==> config.mk <==
export PLATFORM = sky130hd
export DESIGN_NAME = mac_operand_sequencer_flat
export DESIGN_NICKNAME = d
export VERILOG_FILES = /design/src/rtl/mac_operand_sequencer_if.sv /design/src/rtl/mac_operand_sequencer.sv /design/src/flat_wrapper.sv
export SDC_FILE = /design/constraint.sdc
export NUM_CORES = 1
export LEC_CHECK = 0
export BUFFER_PORTS_ARGS = -buffer_cell sky130_fd_sc_hd__buf_2
export CAP_MARGIN = 20
export CORE_ASPECT_RATIO = 0.7
export CORE_UTILIZATION = 45
export CTS_CLUSTER_DIAMETER = 100
export DETAILED_ROUTE_END_ITERATION = 10
export PLACE_DENSITY = 0.71
export SYNTH_ARGS = -nofsm -noshare
export SYNTH_HDL_FRONTEND = slang
export SYNTH_SLANG_ARGS = --single-unit
==> constraint.sdc <==
create_clock -name clk -period 2.85 [get_ports clk]
set_input_delay 0.57 -clock clk [delete_from_list [all_inputs] [get_ports clk]]
set_output_delay 0.57 -clock clk [all_outputs]
set_load 0.1 [all_outputs]
==> src/rtl/mac_operand_sequencer_if.sv <==
// Operand-pair input stream for mac_operand_sequencer.
//   in_valid : producer has a valid A/B pair on in_a/in_b
//   in_ready : sequencer FIFO can accept a pair this cycle
//   in_a     : operand A (8 bits)
//   in_b     : operand B (8 bits)
// master = producer side, slave = sequencer side.
interface mac_operand_sequencer_if;
  logic       in_valid;
  logic       in_ready;
  logic [7:0] in_a;
  logic [7:0] in_b;

  modport master (output in_valid, output in_a, output in_b, input in_ready);
  modport slave  (input in_valid, input in_a, input in_b, output in_ready);
endinterface

==> src/rtl/mac_operand_sequencer.sv <==
// Feeds operand pairs from a small FIFO to a downstream multiply-accumulate
// unit, one dot product at a time.
//   clk, rst  : clock; synchronous active-high reset
//   start/len : one-cycle request to run a dot product of len pairs
//   in_if     : operand-pair input stream (valid/ready, in_a, in_b)
//   mac_a/b   : registered operands, zero unless mac_en is high
//   mac_en    : accumulate mac_a*mac_b this cycle
//   mac_clr   : one-cycle accumulator clear at the start of a dot product
//   busy      : high whenever the sequencer is not idle
//   done      : one-cycle pulse, coincident with the final mac_en
//   remaining : pairs still to be issued in the current dot product
module mac_operand_sequencer #(
  parameter int DEPTH = 4,
  parameter int LEN_W = 8
) (
  input  logic                    clk,
  input  logic                    rst,
  input  logic                    start,
  input  logic [LEN_W-1:0]        len,
  mac_operand_sequencer_if.slave  in_if,
  output logic [7:0]              mac_a,
  output logic [7:0]              mac_b,
  output logic                    mac_en,
  output logic                    mac_clr,
  output logic                    busy,
  output logic                    done,
  output logic [LEN_W-1:0]        remaining
);

  localparam int unsigned AW = $clog2(DEPTH);
  localparam logic [AW:0] FULL_COUNT = (AW + 1)'(DEPTH);

  typedef enum logic [1:0] {IDLE, CLEAR, RUN, DONE} state_t;

  state_t      state;
  logic [7:0]  mem_a [DEPTH];
  logic [7:0]  mem_b [DEPTH];
  logic [AW-1:0] wr_ptr;
  logic [AW-1:0] rd_ptr;
  logic [AW:0]   count;
  logic          push;
  logic          pop;

  // Ready and pop both look only at registered occupancy, so a pair pushed
  // on an edge can never be popped on that same edge.
  assign in_if.in_ready = (count != FULL_COUNT);
  assign push = in_if.in_valid && in_if.in_ready;
  assign pop  = (state == RUN) && (count != '0) && (remaining != '0);

  always_ff @(posedge clk) begin
    if (rst) begin
      wr_ptr <= '0;
      rd_ptr <= '0;
      count  <= '0;
    end else begin
      if (push) wr_ptr <= wr_ptr + 1'b1;
      if (pop)  rd_ptr <= rd_ptr + 1'b1;
      case ({push, pop})
        2'b10:   count <= count + 1'b1;
        2'b01:   count <= count - 1'b1;
        default: count <= count;
      endcase
    end
  end

  always_ff @(posedge clk) begin
    if (push && !rst) begin
      mem_a[wr_ptr] <= in_if.in_a;
      mem_b[wr_ptr] <= in_if.in_b;
    end
  end

  always_ff @(posedge clk) begin
    if (rst) begin
      state     <= IDLE;
      remaining <= '0;
      mac_a     <= '0;
      mac_b     <= '0;
      mac_en    <= 1'b0;
      mac_clr   <= 1'b0;
      busy      <= 1'b0;
      done      <= 1'b0;
    end else begin
      mac_a   <= '0;
      mac_b   <= '0;
      mac_en  <= 1'b0;
      mac_clr <= 1'b0;
      done    <= 1'b0;
      case (state)
        IDLE: begin
          if (start) begin
            remaining <= len;
            mac_clr   <= 1'b1;
            busy      <= 1'b1;
            state     <= CLEAR;
          end
        end
        CLEAR: begin
          if (remaining == '0) begin
            done  <= 1'b1;
            state <= DONE;
          end else begin
            state <= RUN;
          end
        end
        RUN: begin
          if (pop) begin
            mac_a     <= mem_a[rd_ptr];
            mac_b     <= mem_b[rd_ptr];
            mac_en    <= 1'b1;
            remaining <= remaining - 1'b1;
            // The final pop raises done together with its mac_en.
            if (remaining == LEN_W'(1)) begin
              done  <= 1'b1;
              state <= DONE;
            end
          end
        end
        DONE: begin
          busy  <= 1'b0;
          state <= IDLE;
        end
        default: state <= IDLE;
      endcase
    end
  end

endmodule

==> src/flat_wrapper.sv <==
// flat-port wrapper written by rule: the top's interface ports become plain ports
module mac_operand_sequencer_flat 
#(
  parameter int DEPTH = 4,
  parameter int LEN_W = 8
)
  (clk, rst, start, len, mac_a, mac_b, mac_en, mac_clr, busy, done, remaining, in_if_in_valid, in_if_in_a, in_if_in_b, in_if_in_ready);
  mac_operand_sequencer_if in_if_i ();
  input  logic clk;
  input  logic rst;
  input  logic start;
  input  logic [LEN_W-1:0] len;
  output logic [7:0] mac_a;
  output logic [7:0] mac_b;
  output logic mac_en;
  output logic mac_clr;
  output logic busy;
  output logic done;
  output logic [LEN_W-1:0] remaining;
  input wire logic [$bits(in_if_i.in_valid)-1:0] in_if_in_valid;
  input wire logic [$bits(in_if_i.in_a)-1:0] in_if_in_a;
  input wire logic [$bits(in_if_i.in_b)-1:0] in_if_in_b;
  output wire logic [$bits(in_if_i.in_ready)-1:0] in_if_in_ready;
  assign in_if_i.in_valid = in_if_in_valid;
  assign in_if_i.in_a = in_if_in_a;
  assign in_if_i.in_b = in_if_in_b;
  assign in_if_in_ready = in_if_i.in_ready;
  mac_operand_sequencer #(.DEPTH(DEPTH), .LEN_W(LEN_W)) u_core (.clk(clk), .rst(rst), .start(start), .len(len), .in_if(in_if_i), .mac_a(mac_a), .mac_b(mac_b), .mac_en(mac_en), .mac_clr(mac_clr), .busy(busy), .done(done), .remaining(remaining));
endmodule
After elaboration in Yosys (flattened, before gate mapping). Memory sizes are Yosys's and may differ from the RTL's. A register that Yosys moved wholly into a read port is not among the register bits. Cells that the tools add are included.

Add/sub/neg operators: 5. Eq/ne operators: 10. Multiplexer cells: 19. Bitwise logic cells: 3. Reductions and logical operators: 18.

Operators with widths (number): 2-to-1 mux 8 bit (2); one-hot mux 8 bit (2 select lines) (1); 2-to-1 mux 1 bit (9); equality test 8 x 1 -> 1 bit, second input constant (1); logical NOT 8 bit (1); one-hot mux 2 bit (4 select lines) (1); nonzero test 8 bit (1); subtractor 8 x 1 -> 8 bit, second input constant (1); equality test 2 bit, second input constant (3); 2-to-1 mux 2 bit (3); one-hot mux 3 bit (2 select lines) (1); AND reduction 3 bit (2); nonzero test 2 bit (3); adder 2 x 1 -> 2 bit, second input constant (2); equality test 2 x 1 -> 1 bit, second input constant (2); logical AND 1 bit (4); != test 2 bit, second input constant (2); one-hot mux 1 bit (2 select lines) (2); OR reduction 2 bit (2); adder 3 x 1 -> 3 bit, second input constant (1); != test 3 bit, second input constant (1); inverter 1 bit (3); nonzero test 3 bit (1); OR reduction 3 bit (1); 5 further kinds (5).

Bits in registers: 21. Memory bits (writable): 64. Input port bits: 28. Output and inout port bits: 29. Memories kept: 2.

Memories: u_core.mem_a (words 4, width 8, rd ports 1, clocked after memory_dff 1, write ports 1, RTL line mac_operand_sequencer.sv:36) `logic [7:0] mem_a [DEPTH];`; u_core.mem_b (words 4, width 8, rd ports 1, clocked after memory_dff 1, write ports 1, RTL line mac_operand_sequencer.sv:37) `logic [7:0] mem_b [DEPTH];`.

Longest topological paths before layout.
Word-level depth: 5. Depth in mapped cells: 12.

Least setup slack after synthesis. Ideal clock, no wire load.

Kind: reg-to-reg. Start: register u_core.remaining[0]. End: register u_core.count[2]. Library setup time: 71 ps. Arrival: 3250 ps. Setup slack: -471 ps. Cell stages (with the launch flop): 12. Path buffers: 1. Cells stage by stage: dfxtp_1 inv_1 ha_1 or4b_4 o21a_1 buf_2 ha_1 inv_1 fa_1 xor2_1 or3_1 a21oi_1.

Cells in the longest elaborated chain, start to end: 4.

RTL lines: start, declared (RTL line mac_operand_sequencer.sv:27) `output logic [LEN_W-1:0] remaining`; start signal, assigned (RTL line mac_operand_sequencer.sv:92) `remaining <= len;`; start signal, assigned (RTL line mac_operand_sequencer.sv:111) `remaining <= remaining - 1'b1;`; nonzero test 8 bit (*) (RTL line mac_operand_sequencer.sv:48) `assign pop = (state == RUN) && (count != '0) && (remaining != '0);`; logical AND 1 bit (*) (RTL line mac_operand_sequencer.sv:48); via u_core.pop (RTL line mac_operand_sequencer.sv:42) `logic pop;`; equality test 2 x 1 -> 1 bit / equality test 2 bit (equally long branches) (RTL line mac_operand_sequencer.sv:58) `case ({push, pop})`; one-hot mux 3 bit (2 select lines) / nonzero test 2 bit (equally long branches); end signal, assigned (RTL line mac_operand_sequencer.sv:59) `2'b10: count <= count + 1'b1;`; end signal, assigned (RTL line mac_operand_sequencer.sv:60) `2'b01: count <= count - 1'b1;`; end signal, assigned (RTL line mac_operand_sequencer.sv:61) `default: count <= count;`; end, declared (RTL line mac_operand_sequencer.sv:40) `logic [AW:0] count;`.

Mark *: on every way through the listed nets, which the timed path passes. The rest lies on a longest branch. A chain may end at the register's enable or synchronous reset.

Worst setup path in the final report.
Start: register u_core.remaining[0]. End: register u_core.count[2].

Cells in the longest elaborated chain, start to end: 4.

RTL lines (RTL line): nonzero test 8 bit (*) (mac_operand_sequencer.sv:48); logical AND 1 bit (*) (mac_operand_sequencer.sv:48); equality test 2 x 1 -> 1 bit / equality test 2 bit (equally long branches) (mac_operand_sequencer.sv:58); one-hot mux 3 bit (2 select lines) / nonzero test 2 bit (equally long branches).

Mark *: on every way between the ends. The rest lies on a longest branch, timed or not.

==> run summary <==
Initial Util - 0.475
Root buffer cell - clkbuf_16
CP arrival - 2.76 ns
Post-synth ARST share - 0
Crit. End Element - register
Syn. warnings - 0
Post-synth EDFFs - 64
Post-synth top area share - 0.468
Final TNS setup - 0 ns
Max Transition Viols Final - 0
Post-Syn Area - 4110 um^2
Total number of vias - 2,478
Drt wl/cell - 16.9 um
Worst-case clock buffer depth - 2
Fin cells - 465
F_max - 403 MHz
Avg Cell Area, Syn - 14.7 um^2
Post-synthesis xor/xnor area fraction - 0.0107
Synthesis-stage register bit count - 101
Post-CTS setup buffers - 0
Run status - finished, final reports clean
Synth area leaders - edfxtp_1 47%, dfxtp_1 18%, mux4_2 8.8%, ha_1 3.7%, and3_1 2.7%
Area share of fa/ha/maj cells after synthesis - 0.0414
Startpoint type of the worst setup path - register
Slew headroom - 0.451
MaxCap Viol Count - 0
Sequential fraction of the synthesis area - 0.648
Initial antenna violation count - 0
Combinational family with the most area after synthesis - simple AND/OR/NAND/NOR gates
Die area - 9530 um^2
Die Height - 82.0 um
Main flop type after synthesis - edfxtp_1
Share of layout cells above drive strength 1 - 0.322
Hold Crit Class - primary input to register
Worst Clk Skew - 0.00864 ns
DRC Markers - 0
Reg clk slew, reported paths - 0.07 ns
CTS Hold Bufs - 0
Peak VDD IR - 0.498 mV
Post-route minimum period - 2.48 ns
Global Route Usage Sum - 0.184
IO buf count - 56
Synth cell types - 48
Setup violations, final - 0
Crit Reg-Reg Endpoint - u_core.count[2]
P&R area growth vs syn - 17.9%
Post-Route WL - 7840 um
First-pass GRT wire length - 12,400 um
Initial DRC count - 213
Mux cell area share after synthesis - 0.0953
CP startpoint - u_core.remaining[0]
Syn nets - 320
Ant. Diodes - 0
Die X - 116 um
1st-pass router iterations - 5
Count leader, synth - edfxtp_1
Top post-synthesis cells by count - 64 x edfxtp_1, 37 x dfxtp_1, 18 x and3_1, 18 x nor2_1, 16 x mux4_2
RSZ-0062 raised after global routing - false
Simple-gate share of the synthesized area - 0.104
Clk sinks - 101
R2r startpoint - u_core.remaining[0]
TritonCTS clock tree - built
Post-DP HPWL - 5190 um
RD Place Congestion - 0.861
Nets - 381
# rows - 28
CP endpoint - u_core.count[2]
Clk_lat worst skew - 0.34 ns
Data required, critical path - 3.13 ns
Htree depth - 3
Cts bufs inserted - 9
R2R setup slack - 0.37 ns
Power Density - 985 nW/um^2
GRT overflow - 0
R2R depth - 10
Setup CP Type - register to register
# resized after CTS - 0
DP Cell Count - 449
Largest net degree at the start of global routing - 22
Period Utilization, post-route - 0.871
CORE AREA - 8650 um^2
Total I/O pin count - 57
Final Hold Fails - 0
Worst Tran Pin Value - 0.823 ns
Yosys top cell by area - edfxtp_1
Final ANT Viol Nets - 0
Vias in the first global route - 2,383
Syn Inst Count - 279
Via-to-Cell Ratio - 5.33
Crit path max fanout - 6
Leakage - 1.87 nW
Complex-gate fraction of the synthesized area - 0.0721
## final cells by class
type	instances	area, um^2
fillers	695	3810
repair buffers	64	340
flip-flops and latches	101	2680
clock buffers	12	246
clock inverters	4	56.3
well taps	120	150
inverters	12	45.0
multi-input cells	152	1330
## worst min-delay path by stage
stage | startpoint | endpoint | cells past startpoint
after floorplan | u_core.wr_ptr[1] | u_core.wr_ptr[1] | 2
after global placement | u_core.busy | u_core.busy | 2
after detailed placement | u_core.busy | u_core.busy | 2
after CTS | in_if_in_a[1] | u_core.mem_a[1][1] | 1
after global routing | in_if_in_a[1] | u_core.mem_a[1][1] | 1
final | in_if_in_a[1] | u_core.mem_a[1][1] | 1
## logic make-up (layout without fill, tap and decap cells)
group	after synthesis	after routing
AO/OA/AOI/OAI	38	38
AND/OR/NAND/NOR	77	77
adder cells (fa/ha/maj)	13	13
buffers and inverters	26	92
XOR/XNOR	5	5
multiplexers	19	19
flip-flops	101	101
## registers in the layout, summed over array words and instances, names as in the netlist
name              flops
u_core.mem_b         32
u_core.mac_clr        1
u_core.rd_ptr         2
u_core.mac_b          8
u_core.mac_a          8
u_core.busy           1
u_core.count          3
u_core.state          2
u_core.wr_ptr         2
u_core.done           1
u_core.mem_a         32
u_core.remaining      8
u_core.mac_en         1
## layout by cell type, fill, tap and decap left out, drive strengths merged, types with 5 or more instances in the layout
| cell type | count |
|---|---|
| a21oi | 11 |
| and3 | 18 |
| buf | 64 |
| clkbuf | 12 |
| dfxtp | 37 |
| edfxtp | 64 |
| ha | 12 |
| inv | 13 |
| mux4 | 16 |
| nand2 | 13 |
| nor2 | 18 |
| nor3 | 5 |
| o31ai | 6 |
## power breakdown
group / switching (W) / internal, W
Clock: 0.000519 / 0.000711
Sequential: 0.000136 / 0.00171
Combinational: 0.00121 / 0.000480
Total: 0.00187 / 0.00290
## through the flow
stage / total power, W / instance area [um^2] / utilization / hold WS, ns / setup slack [ns]
after global routing: 0.00501 / 4850 / 0.560 / 0.427 / 0.253
after floorplan: 0.00326 / 4130 / - / 0.469 / 0.107
final: 0.00477 / 4850 / 0.560 / 0.441 / 0.368
after global placement: 0.00353 / 4540 / 0.525 / 0.463 / 0.488
after CTS: 0.00479 / 4850 / 0.560 / 0.424 / 0.369
after detailed placement: 0.00355 / 4540 / 0.525 / 0.486 / 0.393
## layer usage
layer	GRT usage	share of wire	vias to the layer above
met2	0.292	0.47	90
li1	-	-	1183
met4	0.0769	0.012	0
met3	0.0576	0.068	9
met1	0.234	0.45	1196
met5	0	0	-
## critical path: stages (launching register included)
cell     delay [ns]
dfxtp_4        0.36
inv_1          0.11
ha_1           0.23
or4b_4         0.50
o21a_1         0.20
ha_1           0.23
inv_1          0.09
fa_1           0.18
xor2_1         0.07
or3_1          0.31
a21oi_1        0.14
(Power assumes the default switching activity.)
